### src/rtl/display_scan_ctrl_if.sv
// display_scan_ctrl_if
// Groups the scan controller's datapath-side inputs and display-side outputs.
//   en         : scan enable; 0 forces the display dark
//   load       : one-cycle strobe capturing digits_in
//   digits_in  : packed BCD, bits [4k+3:4k] are digit k
//   bcd_out    : code to the shared 7-segment decoder (4'hF = blank)
//   dig_en_n   : active-low digit enables, at most one low at a time
//   frame_done : one-cycle pulse at the end of each scan frame
// master: the logic feeding digits in; slave: the scan controller.
interface display_scan_ctrl_if #(
  parameter int unsigned N_DIGITS = 4
) ();
  logic                    en;
  logic                    load;
  logic [4*N_DIGITS-1:0]   digits_in;
  logic [3:0]              bcd_out;
  logic [N_DIGITS-1:0]     dig_en_n;
  logic                    frame_done;

  modport master (
    output en, load, digits_in,
    input  bcd_out, dig_en_n, frame_done
  );

  modport slave (
    input  en, load, digits_in,
    output bcd_out, dig_en_n, frame_done
  );
endinterface

### src/rtl/display_scan_ctrl.sv
// display_scan_ctrl
// Time-multiplexed scan controller sharing one BCD-to-7-segment decoder across
// N_DIGITS common-anode digits. A pending buffer captures loads at any time;
// the displayed shadow buffer only changes at frame boundaries so digits never
// tear. Each digit is lit for SHOW_CYCLES, separated by BLANK_CYCLES of dark.
// Ports:
//   clk   : system clock, rising edge
//   rst_n : synchronous active-low reset
//   bus   : display_scan_ctrl_if.slave (en, load, digits_in -> bcd_out,
//           dig_en_n, frame_done); all outputs registered
// Optional: define SCAN_LZ_BLANK_EN to compile in leading-zero suppression
// (digit k>0 is blanked when it and every more significant digit are zero).
module display_scan_ctrl #(
  parameter int unsigned N_DIGITS     = 4,
  parameter int unsigned SHOW_CYCLES  = 1000,
  parameter int unsigned BLANK_CYCLES = 16
) (
  input  logic                 clk,
  input  logic                 rst_n,
  display_scan_ctrl_if.slave   bus
);

  localparam int unsigned MAX_CYCLES = (SHOW_CYCLES > BLANK_CYCLES) ? SHOW_CYCLES : BLANK_CYCLES;
  localparam int unsigned CNT_W      = (MAX_CYCLES > 1) ? $clog2(MAX_CYCLES) : 1;
  localparam int unsigned IDX_W      = $clog2(N_DIGITS);
  localparam int unsigned DW         = 4 * N_DIGITS;

  localparam logic [CNT_W-1:0] SHOW_LAST  = CNT_W'(SHOW_CYCLES - 1);
  localparam logic [CNT_W-1:0] BLANK_LAST = CNT_W'(BLANK_CYCLES - 1);
  localparam logic [IDX_W-1:0] IDX_LAST   = IDX_W'(N_DIGITS - 1);

  typedef enum logic {
    ST_BLANK,
    ST_SHOW
  } state_t;

  state_t              state_q, state_d;
  logic [IDX_W-1:0]    idx_q, idx_d;
  logic [CNT_W-1:0]    cnt_q, cnt_d;
  logic [DW-1:0]       pending_q, pending_d;
  logic                pend_v_q, pend_v_d;
  logic [DW-1:0]       shadow_q, shadow_d;
  logic [3:0]          bcd_out_q, bcd_out_d;
  logic [N_DIGITS-1:0] dig_en_n_q, dig_en_n_d;
  logic                frame_done_q, frame_done_d;
  logic                frame_wrap;

  // State and buffer registers
  always_ff @(posedge clk) begin
    if (!rst_n) begin
      state_q      <= ST_BLANK;
      idx_q        <= '0;
      cnt_q        <= '0;
      pending_q    <= '1;
      pend_v_q     <= 1'b0;
      shadow_q     <= '1;
      bcd_out_q    <= 4'hF;
      dig_en_n_q   <= '1;
      frame_done_q <= 1'b0;
    end else begin
      state_q      <= state_d;
      idx_q        <= idx_d;
      cnt_q        <= cnt_d;
      pending_q    <= pending_d;
      pend_v_q     <= pend_v_d;
      shadow_q     <= shadow_d;
      bcd_out_q    <= bcd_out_d;
      dig_en_n_q   <= dig_en_n_d;
      frame_done_q <= frame_done_d;
    end
  end

  // Next-state: counter, digit index and frame-wrap detection
  always_comb begin
    state_d    = state_q;
    idx_d      = idx_q;
    cnt_d      = cnt_q + CNT_W'(1);
    frame_wrap = 1'b0;
    if (!bus.en) begin
      state_d = ST_BLANK;
      idx_d   = '0;
      cnt_d   = '0;
    end else begin
      case (state_q)
        ST_BLANK: begin
          if (cnt_q == BLANK_LAST) begin
            state_d = ST_SHOW;
            cnt_d   = '0;
          end
        end
        ST_SHOW: begin
          if (cnt_q == SHOW_LAST) begin
            state_d = ST_BLANK;
            cnt_d   = '0;
            if (idx_q == IDX_LAST) begin
              idx_d      = '0;
              frame_wrap = 1'b1;
            end else begin
              idx_d = idx_q + IDX_W'(1);
            end
          end
        end
      endcase
    end
  end

  // Double buffer. While disabled every cycle counts as a frame boundary, so
  // pending is already in shadow by the time scanning resumes. A load that
  // coincides with a boundary bypasses pending and lands in shadow directly.
  always_comb begin
    pending_d = pending_q;
    pend_v_d  = pend_v_q;
    shadow_d  = shadow_q;
    if (bus.load) begin
      pending_d = bus.digits_in;
      pend_v_d  = 1'b1;
    end
    if (frame_wrap || !bus.en) begin
      if (bus.load) begin
        shadow_d = bus.digits_in;
        pend_v_d = 1'b0;
      end else if (pend_v_q) begin
        shadow_d = pending_q;
        pend_v_d = 1'b0;
      end
    end
  end

  // Outputs are decoded from the next state so the registered copies line up
  // with the state they describe.
  always_comb begin : out_comb
    logic [3:0] digit;
`ifdef SCAN_LZ_BLANK_EN
    logic       zero_run;
    zero_run = 1'b1;
`endif
    digit        = 4'hF;
    dig_en_n_d   = '1;
    bcd_out_d    = 4'hF;
    frame_done_d = frame_wrap;
    // Walk from the most significant digit down so zero_run reflects all
    // digits at and above the one being selected.
    for (int unsigned j = 0; j < N_DIGITS; j++) begin
`ifdef SCAN_LZ_BLANK_EN
      zero_run = zero_run & (shadow_d[4*(N_DIGITS-1-j) +: 4] == 4'h0);
`endif
      if (idx_d == IDX_W'(N_DIGITS - 1 - j)) begin
        digit = shadow_d[4*(N_DIGITS-1-j) +: 4];
`ifdef SCAN_LZ_BLANK_EN
        if (zero_run && (j != N_DIGITS - 1)) begin
          digit = 4'hF;
        end
`endif
      end
    end
    if (state_d == ST_SHOW) begin
      bcd_out_d = digit;
      for (int unsigned k = 0; k < N_DIGITS; k++) begin
        if (idx_d == IDX_W'(k)) begin
          dig_en_n_d[k] = 1'b0;
        end
      end
    end
  end

  assign bus.bcd_out    = bcd_out_q;
  assign bus.dig_en_n   = dig_en_n_q;
  assign bus.frame_done = frame_done_q;

endmodule

### src/flat_wrapper.sv
// flat-port wrapper written by rule: the top's interface ports become plain ports
module display_scan_ctrl_flat 
#(
  parameter int unsigned N_DIGITS     = 4,
  parameter int unsigned SHOW_CYCLES  = 1000,
  parameter int unsigned BLANK_CYCLES = 16
)
  (clk, rst_n, bus_en, bus_load, bus_digits_in, bus_bcd_out, bus_dig_en_n, bus_frame_done);
  display_scan_ctrl_if #(.N_DIGITS(N_DIGITS)) bus_i ();
  input  logic clk;
  input  logic rst_n;
  input wire logic [$bits(bus_i.en)-1:0] bus_en;
  input wire logic [$bits(bus_i.load)-1:0] bus_load;
  input wire logic [$bits(bus_i.digits_in)-1:0] bus_digits_in;
  output wire logic [$bits(bus_i.bcd_out)-1:0] bus_bcd_out;
  output wire logic [$bits(bus_i.dig_en_n)-1:0] bus_dig_en_n;
  output wire logic [$bits(bus_i.frame_done)-1:0] bus_frame_done;
  assign bus_i.en = bus_en;
  assign bus_i.load = bus_load;
  assign bus_i.digits_in = bus_digits_in;
  assign bus_bcd_out = bus_i.bcd_out;
  assign bus_dig_en_n = bus_i.dig_en_n;
  assign bus_frame_done = bus_i.frame_done;
  display_scan_ctrl #(.N_DIGITS(N_DIGITS), .SHOW_CYCLES(SHOW_CYCLES), .BLANK_CYCLES(BLANK_CYCLES)) u_core (.clk(clk), .rst_n(rst_n), .bus(bus_i));
endmodule
### config.mk
export PLATFORM = sky130hd
export DESIGN_NAME = display_scan_ctrl_flat
export DESIGN_NICKNAME = d
export VERILOG_FILES = /design/src/rtl/display_scan_ctrl_if.sv /design/src/rtl/display_scan_ctrl.sv /design/src/flat_wrapper.sv
export SDC_FILE = /design/constraint.sdc
export NUM_CORES = 1
export LEC_CHECK = 0
export ABC_AREA = 1
export CAP_MARGIN = 25
export CORE_MARGIN = 1.5
export CORE_UTILIZATION = 45
export CTS_BUF_LIST = sky130_fd_sc_hd__clkbuf_2
export CTS_CLUSTER_DIAMETER = 150
export DETAILED_ROUTE_END_ITERATION = 10
export GPL_ROUTABILITY_DRIVEN = 1
export PLACE_DENSITY = 0.66
export SETUP_SLACK_MARGIN = 0.2
export SYNTH_ARGS = -nofsm -noshare
export SYNTH_HDL_FRONTEND = slang
export SYNTH_SLANG_ARGS = --single-unit
### constraint.sdc
create_clock -name clk -period 2.4 [get_ports clk]
set_clock_uncertainty 0.15 [all_clocks]
set_input_delay 0.36 -clock clk [delete_from_list [all_inputs] [get_ports clk]]
set_output_delay 0.36 -clock clk [all_outputs]
set_load 0.05 [all_outputs]
==> impl_metrics.csv <==
group,metric,value,unit
timing,hold_violations,0,
cells_and_area,syn2layout_area_growth,17.5,%
critical_path,crit_path_top_delay_cell,"clkdlybuf4s50_1",
pwr,switching_share,28.3,%
pwr,p_per_area,520,nW/um^2
cells_and_area,insertedDiodeCount,0,
place,place_inst,448,
die,die_width,78.5,um
critical_path,critical-path-max-stage-delay,0.79,ns
critical_path,r2r-end,"u_core.bus.bcd_out[0]",
worst_hold_path,min_to,"u_core.cnt_q[0]",
routing,vias_per_cell,4.80,
grt,grt_util_all_layers,18.3,%
place,numPortBuffers,28,
critical_path,worstPathRequired,1.89,ns
pwr,pwr-share-comb,14.0,%
cells_and_area,fin_cells,460,
grt,grt_pass1_wl,8.98,mm
critical_path,crit_path_start_kind,"register",
routing,drt_pass1_iterations,4,
synth,synth_flop_cell,"dfxtp_1",
synth,avgSynthCellArea,7.20,um^2
routing,drtAntennaViolNets,0,
grt,antenna_found_initial,0,
critical_path,path_class,"register to primary output",
die,rows,27,
grt,grt_pass1_vias,2001,
grt,globalRoute.totalOverflow,0,
place,globalplace.congestion,0.854,
timing,rsz0062_at_grt,"no",
clock_tree,clock-sinks,55,
clock_tree,clk_latency,0.45,ns
timing,maxSlewViolCount,0,
synth,synthDistinctLibCells,34,
synth,synthArstFlopShare,0,%
pwr,p_switching,0.443,mW
worst_hold_path,whs_path_depth,1,
critical_path,crit_path_end_kind,"primary output",
critical_path,ff2ff_path_depth,12,
synth,synth_nets,378,
place,place_area,2900,um^2
clock_tree,cts_tree,"yes",
synth,synth_edf_count,0,
pwr,p_leak,1.40,nW
outcome,outcome,"finished clean",
cells_and_area,drive_gt1_share,11.3,%
routing,route.detailed.drc,0,
critical_path,crit_fanout,1,
pwr,p_int,1.12,mW
pwr,power,1.56,mW
timing,tns,0,ns
critical_path,r2r-start,"u_core.cnt_q[0]",
worst_hold_path,hold_class,"register to register",
clock_tree,holdBufCountCts,0,
critical_path,r2r_slack,0.43,ns
place,dp_hpwl,3.81,mm
clock_tree,cts_max_path_buffers,2,
clock_tree,cts_root_buf,"clkbuf_2",
synth,netlist_area,2560,um^2
grt,grt_max_degree,31,
cells_and_area,design_area,3010,um^2
synth,ys_seq_elements,55,
pwr,pwr-share-seq,62.6,%
clock_tree,cts_inserted_buffers,5,
die,coreArea,5510,um^2
clock_tree,htreeDepth,2,
die,dieArea,6160,um^2
critical_path,cp_top_family,"buffers and inverters",
synth,ys_warn_count,0,
routing,routed_wl,5.47,mm
cells_and_area,nets,409,
critical_path,crit_chain,"clkdlybuf4s50_1",
job,drv_cap,0,
timing,timing.hold.ws,0.301,ns
synth,synth_seq_area_share,43.0,%
die,initial_core_util,46.5,%
worst_hold_path,holdCritStartpoint,"u_core.cnt_q[0]",
clock_tree,clkTransAtPathRegs,0.28,ns
pwr,clkPwrFrac,23.4,%
timing,layout_min_cycle_time,2.12,ns
timing,max_slew_margin,55.0,%
routing,num_vias,2207,
timing,fmax,0.471,GHz
pwr,vdd_ir_drop_max,249,uV
timing,worst_pin_slew,0.674,ns
die,io_pins,29,
timing,setup_viol,0,
routing,initialDrtViolationCount,79,
timing,fin_crit_sh,88.5,%
die,die_h,78.5,um
routing,wl_per_cell,11.9,um
critical_path,worst-path-buf-inv,1,
critical_path,cp.arrival,1.61,ns
synth,synthCells,356,
-- layout make-up --
class                      instances  area [um^2]
sequential                        55         1110
clock buffer                       5         25.0
tap                               72         90.1
clock inverter                     3         20.0
inverter                          27          101
multi-input combinational        261         1300
fill                             545         2500
timing repair buffer              37          368
-- synthesized netlist by cell type, types with 4 or more instances --
library cell  instances  area [um^2]
inv_1                24         90.1
o21ai_0              12         60.1
dfxtp_1              55         1100
clkbuf_1              7         26.3
nor2_1               21         78.8
nand2_2               7         43.8
o21ai_2               5         43.8
nand4_1               4         25.0
a21oi_1               6         30.0
nand3_1              39          195
nand2_1             133          499
-- power by group through the flow --
stage / clock network [mW] / logic [mW] / registers, mW
finish: 0.366 / 0.219 / 0.980
global route: 0.412 / 0.249 / 0.986
CTS: 0.381 / 0.217 / 0.980
detailed placement: 0 / 0.215 / 0.996
global placement: 0 / 0.213 / 0.996
floorplan: 0 / 0.155 / 0.990
-- state kept, by name, indices dropped and copies added, names as in the netlist --
name	flops
u_core.idx_q	2
u_core.cnt_q	10
u_core.bus.bcd_out	4
u_core.pending_q	16
u_core.state_q	1
u_core.shadow_q	16
u_core.bus.frame_done	1
u_core.pend_v_q	1
u_core.bus.dig_en_n	4
-- routing by layer --
| metal | wire [um] | GRT usage [%] | vias to the layer above | share of wire [%] |
|---|---|---|---|---|
| li1 | - | - | 1201 | - |
| met1 | 2800 | 24.5 | 969 | 51 |
| met5 | 0 | 0 | - | 0 |
| met2 | 2460 | 29.9 | 32 | 45 |
| met4 | 55 | 4.82 | 0 | 1.0 |
| met3 | 158 | 3.84 | 5 | 2.9 |
-- cell usage in the layout, fill, tap and decap left out, drive strengths merged --
cell,n
a21boi,3
a21oi,6
a41oi,1
buf,9
clkbuf,5
clkdlybuf4s50,25
clkinv,2
clkinvlp,1
dfxtp,55
dlymetal6s2s,3
ha,2
inv,27
nand2,142
nand3,42
nand4,5
nor2,25
nor3,2
nor3b,3
o211ai,3
o21ai,18
o21bai,1
o311ai,1
or2,3
xnor2,1
xor2,3
-- worst max-delay path by stage --
| stage | startpoint | endpoint | depth (start not counted) |
|---|---|---|---|
| 6_report | u_core.bus.dig_en_n[3] | bus_dig_en_n[3] | 1 |
| 5_1_grt | u_core.bus.dig_en_n[0] | bus_dig_en_n[0] | 1 |
| 4_1_cts | u_core.bus.bcd_out[0] | bus_bcd_out[0] | 1 |
| 3_5_place_dp | bus_load | u_core.bus.bcd_out[2] | 9 |
| 3_3_place_gp | bus_load | u_core.bus.bcd_out[2] | 9 |
| 2_1_floorplan | u_core.cnt_q[0] | u_core.bus.bcd_out[1] | 11 |
-- through the flow --
stage / worst slack (ns) / utilization, %
6_report: 0.276 / 54.7
5_1_grt: 0.206 / 54.7
4_1_cts: 0.213 / 53.6
3_5_place_dp: 0.227 / 52.6
3_3_place_gp: 0.232 / 52.6
2_1_floorplan: 0.580 / -
-- cells by family after synthesis --
group / count (synthesis) / share of synthesized area, %
buffers and inverters: 41 / 7.08
adder cells (fa/ha/maj): 2 / 0.976
AND/OR/NAND/NOR: 221 / 39.2
flip-flops: 55 / 43.0
AO/OA/AOI/OAI: 33 / 8.45
XOR/XNOR: 4 / 1.37
-- timing repair --
| item | in CTS | in global routing |
|---|---|---|
| gates resized for setup | 1 | 6 |
| gates cloned | 0 | 1 |
| setup endpoints to repair | 1 | 9 |
| setup buffers | 0 | 3 |
| pin swaps | 0 | 2 |
Note: power is estimated with default switching activity, not from simulation.
